$ cat config.mk
export PLATFORM = sky130hd
export DESIGN_NAME = spike_rate_decoder
export DESIGN_NICKNAME = d
export VERILOG_FILES = /design/src/rtl/spike_rate_decoder.sv
export SDC_FILE = /design/constraint.sdc
export NUM_CORES = 1
export LEC_CHECK = 0
export ABC_AREA = 1
export BUFFER_PORTS_ARGS = -buffer_cell sky130_fd_sc_hd__buf_2
export CAP_MARGIN = 20
export CORE_UTILIZATION = 39
export CTS_CLUSTER_SIZE = 28
export DETAILED_ROUTE_END_ITERATION = 16
export PLACE_DENSITY_LB_ADDON = 0.05
export REMOVE_ABC_BUFFERS = 1
export SYNTH_ARGS = -nofsm -noshare
export SYNTH_HDL_FRONTEND = slang
export SYNTH_SLANG_ARGS = --single-unit
$ cat constraint.sdc
create_clock -name clk -period 2.7 [get_ports clk]
set_input_delay 0.81 -clock clk [delete_from_list [all_inputs] [get_ports clk]]
set_output_delay 0.81 -clock clk [all_outputs]
set_load 0.02 [all_outputs]
$ cat src/rtl/spike_rate_decoder.sv
// Spike-rate decoder: counts rising edges of spike_in over fixed-length windows.
// Optional minimum inter-spike interval tracking when SPIKE_RATE_DECODER_ISI_EN is defined.
module spike_rate_decoder #(
  parameter int CNT_W = 8
) (
  input  logic             clk,
  input  logic             rst_n,
  input  logic             ena,
  input  logic             spike_in,
  input  logic [7:0]       window_len,
  input  logic [CNT_W-1:0] threshold,
  output logic [CNT_W-1:0] count_out,
  output logic             count_valid,
  output logic             sat_flag,
  output logic             above_thr,
  output logic [7:0]       isi_min
);

  typedef enum logic {IDLE, RUN} state_t;

  localparam logic [CNT_W-1:0] CNT_MAX = '1;

  state_t           state, state_next;
  logic             spike_prev;
  logic             spike_det;
  logic [CNT_W-1:0] acc;
  logic [CNT_W-1:0] acc_inc;
  logic             sticky;
  logic             sat_now;
  logic [7:0]       win_cnt;
  logic [7:0]       win_len;
  logic             running;
  logic             win_end;

  always_ff @(posedge clk or negedge rst_n) begin
    if (!rst_n) state <= IDLE;
    else        state <= state_next;
  end

  always_comb begin
    state_next = state;
    case (state)
      IDLE: if (ena)  state_next = RUN;
      RUN:  if (!ena) state_next = IDLE;
      default: state_next = IDLE;
    endcase
  end

  assign spike_det = spike_in & ~spike_prev;
  assign running   = (state == RUN) && ena;
  assign win_end   = running && (win_cnt == win_len);
  // Saturating increment; a blocked increment marks the window as saturated.
  assign acc_inc   = (spike_det && acc != CNT_MAX) ? acc + 1'b1 : acc;
  assign sat_now   = sticky | (spike_det && acc == CNT_MAX);

  always_ff @(posedge clk or negedge rst_n) begin
    if (!rst_n) begin
      spike_prev  <= 1'b0;
      acc         <= '0;
      sticky      <= 1'b0;
      win_cnt     <= 8'd0;
      win_len     <= 8'd0;
      count_out   <= '0;
      count_valid <= 1'b0;
      sat_flag    <= 1'b0;
      above_thr   <= 1'b0;
    end else begin
      spike_prev  <= spike_in;
      count_valid <= 1'b0;
      if (win_end) begin
        count_out   <= acc_inc;
        sat_flag    <= sat_now;
        above_thr   <= (acc_inc >= threshold);
        count_valid <= 1'b1;
        acc         <= '0;
        sticky      <= 1'b0;
        win_cnt     <= 8'd0;
        win_len     <= window_len;
      end else if (running) begin
        acc     <= acc_inc;
        sticky  <= sat_now;
        win_cnt <= win_cnt + 8'd1;
      end else begin
        // Idle (or ena just dropped): partial window is discarded.
        acc     <= '0;
        sticky  <= 1'b0;
        win_cnt <= 8'd0;
        win_len <= window_len;
      end
    end
  end

`ifdef SPIKE_RATE_DECODER_ISI_EN
  logic [7:0] isi_cnt;
  logic       isi_seen;
  logic [7:0] isi_run_min;
  logic [7:0] isi_min_cur;
  logic [7:0] isi_min_reg;

  // isi_cnt holds the cycle distance from the previous spike to the current cycle.
  assign isi_min_cur = (spike_det && isi_seen && isi_cnt < isi_run_min) ? isi_cnt : isi_run_min;

  always_ff @(posedge clk or negedge rst_n) begin
    if (!rst_n) begin
      isi_cnt     <= 8'd0;
      isi_seen    <= 1'b0;
      isi_run_min <= 8'hFF;
      isi_min_reg <= 8'hFF;
    end else if (win_end) begin
      isi_min_reg <= isi_min_cur;
      isi_cnt     <= 8'd0;
      isi_seen    <= 1'b0;
      isi_run_min <= 8'hFF;
    end else if (running) begin
      isi_run_min <= isi_min_cur;
      if (spike_det) begin
        isi_seen <= 1'b1;
        isi_cnt  <= 8'd1;
      end else if (isi_cnt != 8'hFF) begin
        isi_cnt <= isi_cnt + 8'd1;
      end
    end else begin
      isi_cnt     <= 8'd0;
      isi_seen    <= 1'b0;
      isi_run_min <= 8'hFF;
    end
  end

  assign isi_min = isi_min_reg;
`else
  assign isi_min = 8'hFF;
`endif

endmodule

# --- Word-level counts from Yosys, hierarchy flattened ---
# Cells that the tools add are included.
totals:
  reg_bits: 38
  wordCells: 35
  out_inout_bits: 19
  in_bits: 20
op_classes:
  bitwise_logic: 3
  n_addsub: 2
  n_eq_ne: 4
  mux: 11
  order_cmp: 1
  n_reduce_logical: 4
op_table:
  columns: ["op", "n"]
  rows:
  - ["2-to-1 mux 8 bit", 7]
  - ["adder 8 x 1 -> 8 bit, second input constant", 2]
  - ["equality test 8 bit", 1]
  - ["equality test 8 bit, second input constant", 1]
  - [">= comparator 8 bit", 1]
  - ["inequality test 8 bit, second input constant", 1]
  - ["logical AND 1 bit", 4]
  - ["2-to-1 mux 1 bit", 4]
  - ["inequality test 2 x 1 -> 1 bit, second input constant", 1]
  - ["bitwise AND 1 bit", 1]
  - ["inverter 1 bit", 1]
  - ["bitwise OR 1 bit", 1]

# --- Logic depth before layout (Yosys ltp) ---
# Gate-level depths: netlist (run 1).
depth:
  word_depth: 6
  ltp_mapped: 18
  ltp_nobuf: 18

# --- Least setup slack after synthesis (run 1) ---
# OpenSTA, ideal clock, no wires.
synth_path:
  kind: "input to register"
  startpoint: "in spike_in"
  endpoint: "reg above_thr"
  t_arrival_ps: 2071
  required_time_ps: 2584
  path_buffers: 0
  path_stages: 12
  setup_time_ps: 116
  path_slack_ps: 513
  path_cell_list: "nand2_1 nor2_1 nand4_1 nand2_1 inv_1 ha_1 a21oi_1 nor2_1 nor3_1 nand2_1 nand2_1 nand2_1"
synth_via:
  elab_chain_len: 4
synth_lines:
  columns: ["item", "line_no", "text"]
  rows:
  - ["from (decl)", "9", "input logic spike_in,"]
  - ["bitwise AND 1 bit", "49", "assign spike_det = spike_in & ~spike_prev;"]
  - ["logical AND 1 bit", "53", "assign acc_inc = (spike_det && acc != CNT_MAX) ? acc + 1'b1 : acc;"]
  - ["2-to-1 mux 8 bit", "53", null]
  - ["net acc_inc[5]", "27", "logic [CNT_W-1:0] acc_inc;"]
  - [">= comparator 8 bit", "73", "above_thr <= (acc_inc >= threshold);"]
  - ["to (signal assigned)", "73", null]
  - ["to (decl)", "15", "output logic above_thr,"]
# The timed path passes the listed nets, and every way through them passes these cells.
# A chain may end at the register's enable or synchronous reset.

# --- Final worst setup path (run 1) ---
layout_path:
  startpoint: "reg acc[0]"
  endpoint: "reg above_thr"
layout_via:
  elab_chain_len: 4
  word_cells_on_any_way: 5
  classes_between: "add/sub (1); order compare (1); eq/ne (1); mux (1); reduce/logical (1)"
layout_lines:
  columns: ["item", "line_no", "text"]
  rows:
  - ["from (decl)", "26", "logic [CNT_W-1:0] acc;"]
  - ["from (signal assigned)", "80", "acc <= acc_inc;"]
  - ["branches (longest 2 deep; another with adder 8 x 1 -> 8 bit)", null, null]
  - ["2-to-1 mux 8 bit (*)", "53", null]
  - ["net acc_inc[2]", "27", null]
  - [">= comparator 8 bit (*)", "73", null]
# Mark *: on every way through the listed nets, which the timed path passes.

==> impl_results.md, run 1 <==
* Core Box Area at 5140 um2
* WP data required at 2890 ps
* Layout area overhead at 13.0%
* CP Class: reg -> reg
* RD Place Congestion at 0.832
* EDFF count, synth at 0
* Post-synth top area share at 45.7%
* Most area-consuming cells after synthesis: dfrtp_1 (46%), nand2_1 (17%), ha_1 (6.0%)
* Slew Viols, Final at 0
* Crit start category: flop
* Critical-path cell list: ha_1, inv_1, nor2_1, nand2_1, nand2_1, o21ai_0, nand2_1, ha_1, nand2_1, inv_1, nand2_1, nand2_1, nand2_1, nand2_1, nand2_1, nand2_1
* Peak supply drop at between 0.2 and 0.3 mV
* CP dominant cell by count: nand2_1
* Tot GR Track Use at 17.0%
* Status: finished, final reports clean
* #FFs+latches synth at 38
* Top Layer Used: met4
* CTS buffer count at 5
* Leakage power at approximately 1.3 nW
* Io pins at 39
* Routed wl met2 at 1.80 mm
* Setup violators final at 0
* Top-count cell post-synth: nand2_1
* Minimum clock period at ~2300 ps
* Largest net degree at the start of global routing at 29
* Total Nets Final at 327
* Average size of a mapped cell at 7.92 um2
* Sink Count at 38
* # diodes at 0
* Hold Buf Count CTS at 0
* Max incr delay on CP at 420 ps
* Final instance area at 2350 um2
* Syn Std Cell Area at between 2000 and 2500 um2
* Die area at 5630 um2
* Die height at 75.1 um
* CP endpoint kind: flop
* Top cells by count, synth: nand2_1 (93), dfrtp_1 (38), inv_1 (31), nor2_1 (22), nand3_1 (19)
* Hold Crit Class: in -> async
* Dominant synthesized flop cell: dfrtp_1
* Remaining DRCs at 0
* P per Cell Area at 470 nW/um2
* TNS Setup at 0 ps
* GRT overflow at 0
* CTS max path bufs at 2
* Peak Freq at 443 MHz
* Worst skew pair latency at ~290 ps
* Global-route wire length before repair at 6.98 mm
* Share of post-route cells with drive strength above 1 at 16.4%
* Post-cts repair resize count at 0
* CP arrival at 2440 ps
* DP Area at 2260 um2
* Slowest-stage cell, CP: dfrtp_1
* Clock skew at 8.01 ps
* Synth warn at 0
* Vias in the first global route at 1517
* Cell Rows at 26
* Fin. Hold Viols at 0
* Crit Path Max Fanout at 7
* DR WL/cell at between 10 and 15 um
* RSZ-0062 raised after global routing: false
* Die X at 75.1 um
* Initial antenna violation count at 0
* Wl on met1 at roughly 2.2 mm
* Post-CTS Setup Inserts at 0
* CTS tree: built
* Clock root cell: clkbuf_8
* Vias per inst at 4.44
* Iteration-0 DRC Markers at 75
* Count of cell types in the netlist at 25
* Clock slew at reported path FFs at 80 ps
* Final wirelength at 4.19 mm
* Final ANT Viol Nets at 0
* Post-synth ARST share at 100%
* DP Wirelength at about 2.9 mm
* Syn Inst Count at 263
* Fin crit share at 83.6%
* Met3 wire len at 176 um
* Post-synthesis sequential area ratio at a little under half
* H-tree depth at 2
* Max-cap violation count at 0
* DR pass1 iterations at 4
* Port bufs at 30
* Starting Density at 40.5%
* Post-synth top area cell: dfrtp_1
* Via count at 1635
-- registers in the layout (all words and copies together), names as in the netlist --
| name | cells |
|---|---|
| win_len | 8 |
| count_valid | 1 |
| win_cnt | 8 |
| spike_prev | 1 |
| sticky | 1 |
| acc | 8 |
| state | 1 |
| count_out | 8 |
| above_thr | 1 |
| sat_flag | 1 |
-- layout by cell type, fill, tap and decap left out, types with 2 or more instances in the layout --
cell type	synthesis	final
nand2_1	93	93
nor2_1	22	22
nor2_2	2	2
dfrtp_1	38	38
ha_1	10	10
xor2_1	3	3
xnor2_1	7	7
nand2_4	2	2
nand3b_1	2	2
conb_1	1	8
nand4_1	3	3
buf_2	1	30
inv_2	2	2
a21oi_1	5	5
clkbuf_8	0	6
nor3_1	2	2
nand3_1	19	19
o21ai_0	4	4
buf_4	8	2
inv_1	31	31
-- power breakdown --
part           internal, mW  total (mW)  leakage, nW  switching (mW)
Clock                 0.206       0.409       0.0482           0.203
Sequential            0.583       0.594        0.509          0.0104
Combinational        0.0363       0.104        0.790          0.0675
-- worst max-delay path, delay by kind of cell (launching register included) --
| kind | cells | cell delay (ps) |
|---|---|---|
| buffers and inverters | 2 | 110 |
| DFF | 1 | 420 |
| adders and majority gates | 2 | 520 |
| and+or+nand+nor | 11 | 880 |
| AOI/OAI and AO/OA | 1 | 220 |
-- routing by layer --
metal	vias up	track usage, %
li1	861	-
met1	722	23.4
met2	45	26.2
met3	7	3.61
met4	0	6.29
met5	-	0
-- through the flow --
| stage | worst slack, ps | cells | power (mW) | hold slack [ps] | utilization [%] |
|---|---|---|---|---|---|
| CTS | 445 | 368 | 1.12 | 393 | 45.8 |
| finish | 444 | 368 | 1.11 | 383 | 45.8 |
| global route | 199 | 368 | 1.16 | 402 | 45.8 |
| detailed placement | 228 | 360 | 0.710 | 461 | 44.0 |
| global placement | 280 | 360 | 0.710 | 458 | 44.0 |
| floorplan | 513 | 258 | 0.667 | 473 | - |
-- worst paths after layout --
| kind | from | cells after the start | endpoint | slack [ps] |
|---|---|---|---|---|
| max | acc[0] | 16 | above_thr | 440 |
| min | rst_n | 1 | count_out[5] | 380 |
| max reg2reg | acc[0] | 16 | above_thr | 440 |
| min reg2reg | sat_flag | 2 | sat_flag | 470 |
| max in group asynchronous | rst_n | 2 | win_len[5] | 1660 |
| min in group clk | sat_flag | 2 | sat_flag | 470 |
-- cell families (layout without fill, tap and decap cells) --
kind of cell	Yosys count	count (layout)	share of synthesized area, %
AO/OA/AOI/OAI	10	10	2.52
XOR/XNOR	10	10	4.21
adder cells (fa/ha/maj)	10	10	6.01
buffers and inverters	45	73	10.7
flip-flops	38	38	45.7
other	1	8	0.180
AND/OR/NAND/NOR	149	149	30.7
-- final cells by class --
class,count,area (um2)
Fill cell,585,2790
Sequential cell,38,951
Multi-Input combinational cell,187,935
Timing Repair Buffer,32,165
Inverter,33,124
Tap cell,70,87.6
Clock buffer,7,86.3
Clock inverter,1,5.00
(Power assumes the default switching activity.)
==> inputs of run 2 (changes only) <==
Clock period 2.7 ns to 2.4 ns, I/O delays scaled along.
==> run 2 against run 1 <==
Net effect:
- sequential cell count is the same
- highest routed layer unchanged
- worst hold slack improved by 86 ps
- die area unchanged
- utilization grew 0.75 points
- design area up 1.6%
- cell count up 0.54%
- largest power group unchanged
- largest cell class unchanged
==> impl_results.md, run 2 (synthesized netlist as in run 1, its figures left out) <==
* CTS max path bufs at 2 (unchanged)
* Clock skew at 5.76 ps (-2.25 ps)
* Peak Freq at 462 MHz (+4.2%)
* Hold Buf Count CTS at 0 (unchanged)
* Vias in the first global route at 1523 (+0.40%)
* DP Wirelength at 2.83 mm (-3.7%)
* Crit path launch: acc[0]
* Global-route wire length before repair at 7.09 mm (+1.7%)
* Crit start category: flop
* Largest net degree at the start of global routing at 39 (+34%)
* DR pass1 iterations at 4 (unchanged)
* DP Cell Count at 362 (+0.56%)
* TNS Setup at 0 ps (unchanged)
* H-tree depth at 2 (unchanged)
* R2R Path Start: acc[0]
* Vias per inst at 4.42 (-0.54%)
* Final total power at 1.31 mW (+18%)
* Status: finished, final reports clean
* RD Place Congestion at 0.782 (-6.1%)
* CTS tree: built
* Crit Path Max Fanout at 7 (unchanged)
* Initial antenna violation count at 0 (unchanged)
* Leakage power at 1.37 nW (+1.6%)
* P per Cell Area at 546 nW/um2 (+16%)
* Combinational power share at 8.9% (-0.5 points)
* Sw frac at 24.4% (-0.94 points)
* DR WL/cell at 11.1 um (-2.7%)
* Tot GR Track Use at 17.0% (about the same)
* Cell Rows at 26 (unchanged)
* Net Switching at 319 uW (+14%)
* GRT overflow at 0 (unchanged)
* Die X at 75.1 um (unchanged)
* WP data required at 2590 ps (-300 ps)
* CP Class: reg -> reg
* Clock root cell: clkbuf_8
* Starting Density at 40.5% (unchanged)
* Setup violators final at 0 (unchanged)
* Remaining DRCs at 0 (unchanged)
* Commonest cells after routing, fill and taps aside: nand2_1 (92), dfrtp_1 (38), inv_1 (31)
* Final wirelength at 4.10 mm (-2.1%)
* Share of post-route cells with drive strength above 1 at 18.0% (+1.6 points)
* Commonest non-fill, non-tap cell in the layout: nand2_1
* CP arrival at 2360 ps (-80 ps)
* Core Box Area at 5140 um2 (unchanged)
* Hold Crit Class: in -> async
* Via count at 1635 (unchanged)
* Minimum clock period at 2170 ps (-90.4 ps)
* Die area at 5630 um2 (unchanged)
* Iteration-0 DRC Markers at 58 (-23%)
* Fin. Hold Viols at 0 (unchanged)
* Io pins at 39 (unchanged)
* Peak supply drop at 0.313 mV (+13%)
* P_int at 987 uW (+20%)
* Die height at 75.1 um (unchanged)
* CP endpoint kind: flop
* Clock slew at reported path FFs at 80 ps (about the same)
* Sequential share of power at 51.1% (-2.6 points)
* Total Nets Final at 329 (+0.61%)
* CTS buffer count at 5 (unchanged)
* # diodes at 0 (unchanged)
* Slew Viols, Final at 0 (unchanged)
* Non-Filler Instances at 370 (+0.54%)
* Layout area overhead at 14.9%
* Worst skew pair latency at 290 ps (about the same)
* RSZ-0062 raised after global routing: false
* Clock share of power at 40.0% (+3.1 points)
* Max-cap violation count at 0 (unchanged)
* Port bufs at 30 (unchanged)
* Sink Count at 38 (unchanged)
* Final ANT Viol Nets at 0 (unchanged)
* Fin crit share at 90.2% (+6.7 points)
[run 2: changes by cell type in the layout (fill, tap and decap cells not counted), sizes merged]
cell / delta
buf: +2
clkinv: -1
clkbuf: +1
[run 2: area by class of cell]
class | count | area, um2
fillers | 562 | 2750
well taps | 70 | 87.6
inverters | 33 | 124
repair buffers | 34 | 180
clock buffers | 8 | 110
flip-flops and latches | 38 | 951
multi-input cells | 187 | 940
[run 2: worst max-delay path, stage by stage, from the launching register on]
cell	delay, ps
dfrtp_1	410
ha_1	240
inv_1	90
nor2_2	60
nand2_2	130
nand2_1	100
o21ai_0	220
nand2_1	110
ha_1	280
nand2_1	60
inv_1	30
nand2_1	50
nand2_1	70
nand2_1	70
nand2_1	50
nand2_1	60
nand2_1	40
[run 2: worst paths after layout]
check	cells after the start	end	slack, ps
min reg2reg	2	count_out[4]	480
max in group asynchronous	2	count_out[0]	1570
min	2	above_thr	470
min in group clk	2	count_out[4]	480
max reg2reg	16	above_thr	230
max	16	above_thr	230
[run 2: what timing repair did]
action	4_1_cts	5_1_grt
setup endpoints to repair	0	1
resized for setup	0	2
buffers inserted	0	0
[run 2: power groups by stage]
stage               Clock (mW)  Combinational, mW  Sequential [mW]
floorplan                    0             0.0712            0.680
global placement             0              0.117            0.681
detailed placement           0              0.118            0.680
CTS                      0.537              0.119            0.668
global route             0.562              0.135            0.670
finish                   0.522              0.116            0.668
[run 2: per-layer routing]
layer | vias up | global-route usage (%) | share of wire, %
met1 | 727 | 23.4 | 51
li1 | 867 | - | -
met4 | 0 | 5.66 | 1.5
met2 | 35 | 25.9 | 43
met5 | - | 0 | 0
met3 | 6 | 4.42 | 4.1
[run 2: metrics by stage]
stage	util, %	worst slack [ps]	instance area, um2	hold WS, ps
2_1_floorplan	-	303	2010	424
6_report	46.5	234	2390	469
5_1_grt	46.5	6.85	2390	510
3_5_place_dp	44.3	9.35	2280	462
4_1_cts	46.4	160	2390	483
3_3_place_gp	44.3	66.2	2280	457
==> inputs of run 3 (changes only) <==
Settings changed: CELL_PAD_IN_SITES_DETAIL_PLACEMENT set to 0, CELL_PAD_IN_SITES_GLOBAL_PLACEMENT set to 1, PLACE_DENSITY_LB_ADDON 0.05 to 0.15.
==> run 3 against run 2 <==
Net effect:
- total power is 4.4% lower
- routed wire length decreased by 1.1%
- cell count fell by 0.27%
- fmax grew 3.2%
- first-iteration DRC count rose by 41%
- highest routed layer unchanged
==> impl_results.md, run 3 (synthesized netlist as in run 1, its figures left out) <==
* RD Place Congestion at 0.734 (-6.1%)
* Slew Viols, Final at 0 (unchanged)
* CTS buffer count at 5 (unchanged)
* H-tree depth at 2 (unchanged)
* Io pins at 39 (unchanged)
* Peak Freq at 476 MHz (+3.2%)
* Port bufs at 30 (unchanged)
* Final instance area at 2370 um2 (-0.94%)
* Starting Density at 40.5% (unchanged)
* Minimum clock period at 2100 ps (-66.5 ps)
* DP Wirelength at 2.85 mm (+0.79%)
* Leakage power at 1.35 nW (-1.2%)
* Clock skew at 4.26 ps (-1.50 ps)
* Vias per inst at 4.34 (-1.8%)
* Crit start category: flop
* Sink Count at 38 (unchanged)
* DP Area at 2270 um2 (-0.33%)
* Reg2Reg Setup Slack at 300 ps (+70 ps)
* GRT overflow at 0 (unchanged)
* Final ANT Viol Nets at 0 (unchanged)
* Iteration-0 DRC Markers at 82 (+41%)
* # diodes at 0 (unchanged)
* Max-cap violation count at 0 (unchanged)
* Die X at 75.1 um (unchanged)
* CP Class: reg -> reg
* Peak supply drop at 0.224 mV (-28%)
* Hold Crit Class: in -> async
* Largest net degree at the start of global routing at 39 (unchanged)
* P per Cell Area at 527 nW/um2 (-3.5%)
* CTS tree: built
* CTS max path bufs at 2 (unchanged)
* CP endpoint kind: flop
* Tot GR Track Use at 16.6% (-0.40 points)
* Remaining DRCs at 0 (unchanged)
* Via count at 1601 (-2.1%)
* Core Box Area at 5140 um2 (unchanged)
* TNS Setup at 0 ps (unchanged)
* Commonest cells after routing, fill and taps aside: nand2_1 (92), dfrtp_1 (38), inv_1 (31)
* WP data required at 2580 ps (about the same)
* Die height at 75.1 um (unchanged)
* Status: finished, final reports clean
* Worst skew pair latency at 290 ps (about the same)
* Fin. Hold Viols at 0 (unchanged)
* Share of post-route cells with drive strength above 1 at 17.7% (-0.27 points)
* Commonest non-fill, non-tap cell in the layout: nand2_1
* Global-route wire length before repair at 6.81 mm (-4.0%)
* Cell Rows at 26 (unchanged)
* Clock root cell: clkbuf_8
* RSZ-0062 raised after global routing: false
* Clock slew at reported path FFs at 80 ps (about the same)
* Post-CTS Setup Inserts at 0 (unchanged)
* Filler cell count in the final layout at 558 (-0.71%)
* Initial antenna violation count at 0 (unchanged)
* Setup violators final at 0 (unchanged)
* Total Nets Final at 328 (-0.30%)
* Final wirelength at 4.05 mm (-1.1%)
* Crit Path Max Fanout at 7 (unchanged)
* Vias in the first global route at 1450 (-4.8%)
* Layout area overhead at 13.8%
* DR WL/cell at 11.0 um (-0.88%)
* Fin crit share at 87.5% (-2.8 points)
* CP arrival at 2280 ps (-80 ps)
* Die area at 5630 um2 (unchanged)
* DR pass1 iterations at 4 (unchanged)
[run 3: final cells by class]
| class | count | area, um2 | share of cell area [%] |
|---|---|---|---|
| Timing Repair Buffer | 33 | 173 | 7.29 |
| Clock inverter | 2 | 12.5 | 0.528 |
| Multi-Input combinational cell | 187 | 940 | 39.7 |
| Inverter | 33 | 124 | 5.23 |
| Clock buffer | 6 | 82.6 | 3.48 |
| Tap cell | 70 | 87.6 | 3.70 |
| Sequential cell | 38 | 951 | 40.1 |
[run 3: per-stage QoR]
step                      cells  utilization (%)  total power, mW  hold slack (ps)  worst slack [ps]
final                       369             46.1             1.25              476               301
after global routing        369             46.1             1.32              505              46.9
after global placement      361             44.2            0.798              457              46.6
after floorplan             258                -            0.751              424               303
after detailed placement    361             44.2            0.799              460              32.7
after CTS                   369             46.0             1.27              482               140
[run 3: what timing repair did]
item	4_1_cts	5_1_grt
resized for setup	0	3
endpoints found under the setup margin	0	1
hold buffers	0	0
[run 3: final timing paths]
kind                                end          from  depth (start not counted)
min in group clk           count_out[2]  count_out[2]                          2
setup / recovery              above_thr        acc[0]                         16
hold / removal                   acc[2]         rst_n                          2
max in group asynchronous    win_len[6]         rst_n                          2
setup reg to reg              above_thr        acc[0]                         16
hold reg to reg            count_out[2]  count_out[2]                          2
[run 3: power by group]
| group | leakage (nW) | internal [mW] | switching (mW) |
|---|---|---|---|
| Clock | 0.0472 | 0.231 | 0.233 |
| Combinational | 0.796 | 0.0411 | 0.0747 |
| Sequential | 0.509 | 0.656 | 0.0121 |
[run 3: critical path: stages, from the launching register on]
cell and delay, ps:
dfrtp_1 410, ha_1 240, inv_1 90, nor2_2 50, nand2_2 130, nand2_1 110
o21ai_1 160, nand2_1 130, ha_1 290, nand2_1 60, inv_1 30, nand2_1 50
nand2_1 50, nand2_1 50, nand2_1 40, nand2_1 60, nand2_1 40
[run 3: metal layers]
layer	track usage, %	vias to the layer above	part of all wire [%]
met5	0	-	0
met2	22.1	37	37
met1	26.0	699	58
met3	3.61	6	3.5
met4	5.66	0	1.5
li1	-	859	-
